### config.mk
export PLATFORM = sky130hd
export DESIGN_NAME = calc1_port_arbiter
export DESIGN_NICKNAME = d
export VERILOG_FILES = /design/src/rtl/calc1_port_arbiter.sv
export SDC_FILE = /design/constraint.sdc
export NUM_CORES = 1
export LEC_CHECK = 0
export ABC_AREA = 0
export BUFFER_PORTS_ARGS = -buffer_cell sky130_fd_sc_hd__buf_4
export CAP_MARGIN = 20
export CORE_MARGIN = 1
export CORE_UTILIZATION = 40
export CTS_CLUSTER_DIAMETER = 80
export CTS_CLUSTER_SIZE = 30
export DETAILED_ROUTE_END_ITERATION = 16
export PLACE_DENSITY = 0.72
export REMOVE_ABC_BUFFERS = 1
export SETUP_SLACK_MARGIN = 0.3
export SYNTH_ARGS = -nofsm -noshare
export SYNTH_HDL_FRONTEND = slang
export SYNTH_SLANG_ARGS = --single-unit
### constraint.sdc
create_clock -name c_clk -period 6.4 [get_ports c_clk]
set_clock_uncertainty 0.2 [all_clocks]
set_input_delay 0.64 -clock c_clk [delete_from_list [all_inputs] [get_ports c_clk]]
set_output_delay 0.64 -clock c_clk [all_outputs]
set_load 0.02 [all_outputs]
### src/rtl/calc1_port_arbiter.sv
// Round-robin front end that lets four calc1 requester ports share one ALU:
// captures two-cycle requests, issues one op at a time, and routes responses back.
module calc1_port_arbiter #(
    parameter int TIMEOUT_CYCLES = 64
) (
    input  logic        c_clk,
    input  logic        reset_n,
    input  logic [0:3]  req1_cmd_in,
    input  logic [0:3]  req2_cmd_in,
    input  logic [0:3]  req3_cmd_in,
    input  logic [0:3]  req4_cmd_in,
    input  logic [0:31] req1_data_in,
    input  logic [0:31] req2_data_in,
    input  logic [0:31] req3_data_in,
    input  logic [0:31] req4_data_in,
    output logic [0:1]  out_resp1,
    output logic [0:1]  out_resp2,
    output logic [0:1]  out_resp3,
    output logic [0:1]  out_resp4,
    output logic [0:31] out_data1,
    output logic [0:31] out_data2,
    output logic [0:31] out_data3,
    output logic [0:31] out_data4,
    output logic        alu_valid,
    output logic [0:3]  alu_cmd,
    output logic [0:31] alu_op1,
    output logic [0:31] alu_op2,
    input  logic        alu_done,
    input  logic [0:1]  alu_resp,
    input  logic [0:31] alu_result
);

    typedef enum logic [1:0] {
        P_IDLE = 2'd0,
        P_OP2  = 2'd1,
        P_PEND = 2'd2
    } port_state_t;

    typedef enum logic {
        A_IDLE = 1'b0,
        A_BUSY = 1'b1
    } arb_state_t;

    logic [0:3]  cmd_in   [4];
    logic [0:31] data_in  [4];
    port_state_t port_state     [4];
    port_state_t port_state_nxt [4];
    logic [0:3]  port_cmd [4];
    logic [0:31] port_op1 [4];
    logic [0:31] port_op2 [4];
    logic [0:1]  resp_q   [4];
    logic [0:31] data_q   [4];

    arb_state_t  arb_state;
    arb_state_t  arb_state_nxt;
    logic [1:0]  rr_ptr;
    logic [1:0]  owner;
    logic [7:0]  tmo_cnt;

    logic        pend_found;
    logic [1:0]  grant_idx;
    logic [1:0]  scan_idx;
    logic        grant;
    logic        issue;
    logic        resp_valid;
    logic [1:0]  resp_port;
    logic [0:1]  resp_code;
    logic [0:31] resp_data;

    assign cmd_in[0]  = req1_cmd_in;
    assign cmd_in[1]  = req2_cmd_in;
    assign cmd_in[2]  = req3_cmd_in;
    assign cmd_in[3]  = req4_cmd_in;
    assign data_in[0] = req1_data_in;
    assign data_in[1] = req2_data_in;
    assign data_in[2] = req3_data_in;
    assign data_in[3] = req4_data_in;

    assign out_resp1 = resp_q[0];
    assign out_resp2 = resp_q[1];
    assign out_resp3 = resp_q[2];
    assign out_resp4 = resp_q[3];
    assign out_data1 = data_q[0];
    assign out_data2 = data_q[1];
    assign out_data3 = data_q[2];
    assign out_data4 = data_q[3];

    function automatic logic cmd_is_valid(input logic [0:3] cmd);
        return (cmd == 4'd1) || (cmd == 4'd2) || (cmd == 4'd5) || (cmd == 4'd6);
    endfunction

    // First pending port at or after rr_ptr, wrapping 4 -> 1.
    always_comb begin
        pend_found = 1'b0;
        grant_idx  = rr_ptr;
        scan_idx   = rr_ptr;
        for (int k = 0; k < 4; k++) begin
            scan_idx = rr_ptr + 2'(k);
            if (!pend_found && port_state[scan_idx] == P_PEND) begin
                pend_found = 1'b1;
                grant_idx  = scan_idx;
            end
        end
    end

    assign grant = (arb_state == A_IDLE) && pend_found;

    always_comb begin
        arb_state_nxt = arb_state;
        issue         = 1'b0;
        resp_valid    = 1'b0;
        resp_port     = owner;
        resp_code     = 2'd0;
        resp_data     = '0;
        case (arb_state)
            A_IDLE: begin
                if (pend_found) begin
                    if (cmd_is_valid(port_cmd[grant_idx])) begin
                        issue         = 1'b1;
                        arb_state_nxt = A_BUSY;
                    end else begin
                        resp_valid = 1'b1;
                        resp_port  = grant_idx;
                        resp_code  = 2'd2;
                    end
                end
            end
            A_BUSY: begin
                // A completion on the same edge as the timeout still wins.
                if (alu_done) begin
                    resp_valid    = 1'b1;
                    resp_code     = alu_resp;
                    resp_data     = alu_result;
                    arb_state_nxt = A_IDLE;
                end else if (tmo_cnt == 8'(TIMEOUT_CYCLES)) begin
                    resp_valid    = 1'b1;
                    resp_code     = 2'd3;
                    arb_state_nxt = A_IDLE;
                end
            end
            default: arb_state_nxt = A_IDLE;
        endcase
    end

    always_comb begin
        for (int i = 0; i < 4; i++) begin
            port_state_nxt[i] = port_state[i];
            case (port_state[i])
                P_IDLE:  if (cmd_in[i] != 4'd0) port_state_nxt[i] = P_OP2;
                P_OP2:   port_state_nxt[i] = P_PEND;
                P_PEND:  if (resp_valid && resp_port == 2'(i)) port_state_nxt[i] = P_IDLE;
                default: port_state_nxt[i] = P_IDLE;
            endcase
        end
    end

    always_ff @(posedge c_clk or negedge reset_n) begin
        if (!reset_n) begin
            arb_state <= A_IDLE;
            rr_ptr    <= 2'd0;
            owner     <= 2'd0;
            tmo_cnt   <= 8'd0;
            alu_valid <= 1'b0;
            alu_cmd   <= '0;
            alu_op1   <= '0;
            alu_op2   <= '0;
        end else begin
            arb_state <= arb_state_nxt;
            alu_valid <= issue;
            if (grant) begin
                rr_ptr <= grant_idx + 2'd1;
                owner  <= grant_idx;
            end
            // tmo_cnt equals the number of edges elapsed since the issue edge.
            if (issue) begin
                alu_cmd <= port_cmd[grant_idx];
                alu_op1 <= port_op1[grant_idx];
                alu_op2 <= port_op2[grant_idx];
                tmo_cnt <= 8'd1;
            end else if (resp_valid) begin
                tmo_cnt <= 8'd0;
            end else if (arb_state == A_BUSY) begin
                tmo_cnt <= tmo_cnt + 8'd1;
            end
        end
    end

    always_ff @(posedge c_clk or negedge reset_n) begin
        if (!reset_n) begin
            for (int i = 0; i < 4; i++) begin
                port_state[i] <= P_IDLE;
                port_cmd[i]   <= '0;
                port_op1[i]   <= '0;
                port_op2[i]   <= '0;
                resp_q[i]     <= '0;
                data_q[i]     <= '0;
            end
        end else begin
            for (int i = 0; i < 4; i++) begin
                port_state[i] <= port_state_nxt[i];
                if (port_state[i] == P_IDLE && cmd_in[i] != 4'd0) begin
                    port_cmd[i] <= cmd_in[i];
                    port_op1[i] <= data_in[i];
                end
                if (port_state[i] == P_OP2) begin
                    port_op2[i] <= data_in[i];
                end
                if (resp_valid && resp_port == 2'(i)) begin
                    resp_q[i] <= resp_code;
                    data_q[i] <= resp_data;
                end else begin
                    resp_q[i] <= '0;
                    data_q[i] <= '0;
                end
            end
        end
    end

endmodule
# Yosys cells after proc, flatten, opt, wreduce, memory -nomap -nowiden
# Index checks and enable logic that the tools add are counted.
[word_totals]
reg_bits = 498
latch_bits = 0
ramBits = 0
rom_bits = 0
out_inout_bits = 205
memories = 0
[op_classes]
n_addsub = 5
n_mul = 0
div = 0
order_cmp = 5
n_eq_ne = 28
shift = 0
muxes = 72
bitwise_logic = 6
n_reduce_logical = 32
[op_table]
columns = ["operator", "n"]
rows = [
  ["$mux 32", 10],
  ["$bmux 32 s2", 2],
  ["$mux 2", 30],
  ["$mux 8", 3],
  ["$pmux 2 s3", 4],
  ["$eq 2x2->1 const B", 10],
  ["$bmux 2 s2", 4],
  ["$reduce_bool 4->1", 4],
  ["$ge 3x3->1 const B", 5],
  ["$not 2->3", 5],
  ["$mux 1", 13],
  ["$logic_and 1x1->1", 12],
  ["$eq 2x1->1 const B", 5],
  ["$logic_not 2->1", 5],
  ["$ne 2x2->1 const B", 5],
  ["$add 8x1->8 const B", 1],
  ["$bmux 4 s2", 1],
  ["$eq 4x3->1 const B", 2],
  ["$eq 8x7->1 const B", 1],
  ["$mux 4", 2],
  ["$reduce_and 2->1", 4],
  ["$ne 2x1->1 const B", 3],
  ["$add 2x1->2 const B", 2],
  ["$add 2x2->2 const B", 2],
  ["other kinds (8)", 13],
]

# Depth between registers and ports, before layout
[logic_depth]
depth_word = 30
depth_mapped = 12
ltp_nobuf = 9

# Worst setup path after synthesis
# Ideal clock, no wire load.
[synth_timing]
path_kind = "flip-flop to flip-flop"
startpoint = "register port_state[1] (netlist bit)"
endpoint = "register alu_op2[12] (netlist bit)"
setup_ns = 0.127
arrival_ns = 2.843
slack_ns = 3.230
path_stages_with_launch = 13
n_path_buf = 3
synth_period_minus_slack_ns = 3.170
path_cell_list = "dfrtp_1 -> nor2b_1 -> buf_2 -> o311a_1 -> a311oi_4 -> a31oi_1 -> a32oi_1 -> xor2_2 -> nand3_2 -> inv_2 -> buf_6 -> buf_6 -> mux2_1"
[synth_between]
elab_chain_len = 25
elab_cells_between_ends = 46
cone_classes = "8 x eq/ne; 28 x mux; 1 x bitwise; 9 x reduce/logical"
[synth_lines]
columns = ["item", "line", "rtl"]
rows = [
  ["start: declaration", "46", "port_state_t port_state [4];"],
  ["start signal: indexed assignment", "200", "port_state[i] <= port_state_nxt[i];"],
  ["$bmux 2 s2", "99", "if (!pend_found && port_state[scan_idx] == P_PEND) begin"],
  ["$mux 2 (not written as such) (2 in series)", "99", ""],
  ["$eq 2x2->1", "99", ""],
  ["$mux 1", "99", ""],
  ["$logic_not 1->1", "99", ""],
  ["$logic_and 1x1->1", "99", ""],
  ["$mux 1", "99", ""],
  ["$logic_not 1->1", "99", ""],
  ["[5 not listed]", "-", ""],
  ["$not 2->3 (not written as such)", "118, 178", ""],
  ["$bmux 4 s2", "118", "if (cmd_is_valid(port_cmd[grant_idx])) begin"],
  ["$mux 4 (not written as such) (2 in series)", "118", ""],
  ["$eq 4x1->1 or $eq 4x2->1 (tied branches)", "89", "return (cmd == 4'd1) || (cmd == 4'd2) || (cmd == 4'd5) || (cmd == 4'd6);"],
  ["$logic_or 1x1->1 (3 in series)", "89", ""],
  ["$mux 1", "118", ""],
  ["$mux 1", "117", "if (pend_found) begin"],
  ["$mux 1", "115", "case (arb_state)"],
  ["end signal: assignment", "178", "alu_op2 <= port_op2[grant_idx];"],
  ["end: declaration", "27", "output logic [0:31] alu_op2,"],
]
# Parallel ways exist; a longest one is shown, timed or not. The select of a mux whose other input is x is not followed.
# A chain may end at the register's enable or synchronous reset.

# Final worst setup path
[layout_timing]
startpoint = "register port_state[1] (netlist bit)"
endpoint = "register alu_op2[17] (netlist bit)"
# The elaborated chain is that of the path after synthesis.

==> run metrics <==
status=finished, final reports clean; layout cells sized above 1=0.380; Reg power frac=0.332; H-Tree Depth=1; Area growth syn-to-layout=23.2%; CTS tree=built; crit-path max FO=37; total track usage=0.209; Pwr Density=627 nW/um^2; CP max stage cell=a221oi_1; Max-slew headroom=0.268; min Tclk post-route=roughly 4.6 ns; die area=51,100 sq um; area leader, netlist=dfrtp_1; Final #Nets=2,239; vias=approximately 14,000; Placeable Area=49,300 sq um; DR iter-0 viols=882; routability congestion estimate=slightly above 0.8; share of the synthesized area in the top cell type=0.621; Clock transition at path regs=0.11 ns; antenna violations before repair=5; final setup violation count=0; CP Data Required Time=between 6 and 7 ns; routed wire length=53,800 microns; DRC viols=0; CTS root buf=clkbuf_16; top post-synthesis cells by area=dfrtp_1 62%, mux2_2 18%, nand2_1 7.3%; Rows=81; Slew @ Worst Pin=1.10 ns; GRT Residual Overflow=0; synth unique cells=50; drt pass-1 iters=5; sequential fraction of the synthesis area=0.621; crit end category=register; Skew-Pair Late Insertion Delay=slightly below 0.6 ns; Die Y=226 microns; CP cell instances=nor2b_1 > o22ai_1 > a221oi_1 > nand3_1 > a32oi_1 > xor2_2 > nand3_2 > clkinv_2 > buf_12 > mux2_1; vias per std cell=5.15; RSZ-0062 raised after global routing=false; largest net degree at the start of global routing=174; Bufs on Longest Clock Path=3; vias in the first global route=around 14,000; estimated wirelength of the detail-placed design=34,700 microns; Internal Power=approximately 9 mW; ANT nets after route=0; startpoint types=register; fill count=4,313; Initial Util=0.408; Max-Cap Viols=0; maximum clock frequency=219 MHz; CTS Buf Count=27; Cells after Synth=1,716; Async S/R FF share, synth=1.00; Sink Count=498; final core occ=0.502; number of enable flip-flop cells after synthesis=0; crit path kind=register to register; Hold Crit Class=primary input to register; period utilization=0.712; Mapped Area=roughly 20,000 sq um; first-pass GRT wire length=just over 80,000 microns; boundary pin count=386; routed length per placed instance=19.6 microns; Synth Register Bits=between 400 and 500; Yosys warnings=0; Post-CTS Setup Inserts=0; Fin Hold WS=0.0334 ns; die width=226 microns; Post-Syn Area per Cell=between 10 and 15 sq um; R2R setup slack=1.84 ns; NetSw=6.62 mW; clock share of power=0.136; Buf/Inv on CP=2; critical path's top delay family=compound AO/OA/AOI/OAI gates; final hold viol count=0; Power Total=15.5 mW; leakage power=11.7 nW; setup_tns=0 ns; switch share=0.427; Critical Path Max Stage Delay=0.75 ns; Critical Path AT=roughly 4.8 ns; max-slew violation count=0; VDD IR-drop max=0.604 mV; Main synth FF type=dfrtp_1; combinational power share=0.532; I/O Buffers=385
==> cell type report <==
cell class / instances / area [sq um] / share of cell area
sequential: 498 / 12500 / 0.504
antenna: 2 / 5.00 / 0.000202
inverter: 13 / 50.0 / 0.00202
clock inverter: 17 / 304 / 0.0123
clock buffer: 29 / 703 / 0.0284
tap: 664 / 831 / 0.0336
multi-input combinational: 1107 / 7240 / 0.293
timing repair buffer: 409 / 3130 / 0.127
==> tightest hold or removal path, delay by kind of cell <==
kind | cells | cell delay, ns
buf+inv | 1 | 0.08
simple gates | 2 | 0.09
==> through the flow <==
step | setup WS (ns) | std cells | area [sq um]
after floorplan | -0.122 | 1618 | 19700
after global placement | 2.06 | 2687 | 23700
after detailed placement | 1.88 | 2687 | 23700
after CTS | 1.89 | 2735 | 24700
after global routing | 1.57 | 2739 | 24700
final | 1.84 | 2739 | 24700
==> power by group through the flow <==
stage | registers, mW | clock network [mW] | logic, mW
after global placement | 5.14 | 0 | 8.08
after global routing | 5.28 | 2.27 | 9.00
after floorplan | 5.35 | 0 | 5.40
final | 5.14 | 2.11 | 8.24
after detailed placement | 5.19 | 0 | 8.29
after CTS | 5.13 | 2.16 | 8.30
==> placed cells by master (no fill, tap or decap), types with 3 or more instances in the layout <==
cell,instances
mux2_1,17
a21oi_4,3
clkinv_8,5
nor2b_4,4
o31ai_1,3
buf_4,401
nand3_1,10
nor3_1,3
nand2b_1,5
nor2b_1,4
mux2_2,312
a31oi_1,67
nand2_1,389
inv_1,11
clkbuf_16,27
dfrtp_1,498
o22ai_1,3
nor2_1,212
clkinv_16,3
a21o_1,4
buf_12,4
inv_8,4
nor4_1,4
and3_1,4
o21ai_0,21
and2_1,3
==> logic make-up after synthesis <==
family,synth area share
AOI/OAI and AO/OA,0.0408
xor gates and xnor gates,0.00168
adders and majority gates,0.00125
buffers and inverters,0.0235
DFF,0.621
muxes,0.186
and+or+nand+nor,0.126
==> synth_stat cells (all sizes together), types with 4 or more instances <==
| master | number |
|---|---|
| dfrtp | 498 |
| nand2 | 390 |
| mux2 | 329 |
| nor2 | 213 |
| clkbuf | 75 |
| a31oi | 67 |
| buf | 23 |
| o21ai | 21 |
| inv | 13 |
| nand3 | 11 |
| nor2b | 8 |
| a21oi | 5 |
| nand2b | 5 |
| nor3 | 5 |
| a21o | 4 |
| and3 | 4 |
| nor4 | 4 |
==> flip-flops by register name, indices dropped and copies added (netlist names), 4 cells and up <==
register	cells
port_state	8
out_data2	32
out_data3	32
port_cmd	16
out_data4	32
alu_cmd	4
alu_op1	32
port_op1	128
out_data1	32
alu_op2	32
tmo_cnt	8
port_op2	128
==> routing by layer <==
| metal | part of all wire | track usage | up-vias |
|---|---|---|---|
| li1 | - | - | 6395 |
| met1 | 0.40 | 0.256 | 7146 |
| met2 | 0.50 | 0.368 | 464 |
| met3 | 0.071 | 0.0451 | 84 |
| met4 | 0.027 | 0.0595 | 6 |
| met5 | 0.00095 | 0 | - |
==> final timing paths <==
| kind | start | endpoint | depth (start not counted) |
|---|---|---|---|
| max in group asynchronous | reset_n | out_data2[26] | 3 |
| min in group asynchronous | reset_n | port_op1[75] | 2 |
| worst max-delay path | port_state[1] | alu_op2[17] | 10 |
| worst min register to register | port_op1[65] | port_op1[65] | 2 |
| worst max register to register | port_state[1] | alu_op2[17] | 10 |
| worst min-delay path | req2_data_in[1] | port_op1[94] | 3 |
==> what timing repair did <==
action / 4_1_cts / 5_1_grt
endpoints found under the hold margin: 121 / 0
hold buffers: 2 / 0
gates resized for setup: 0 / 0
(Power assumes the default switching activity.)
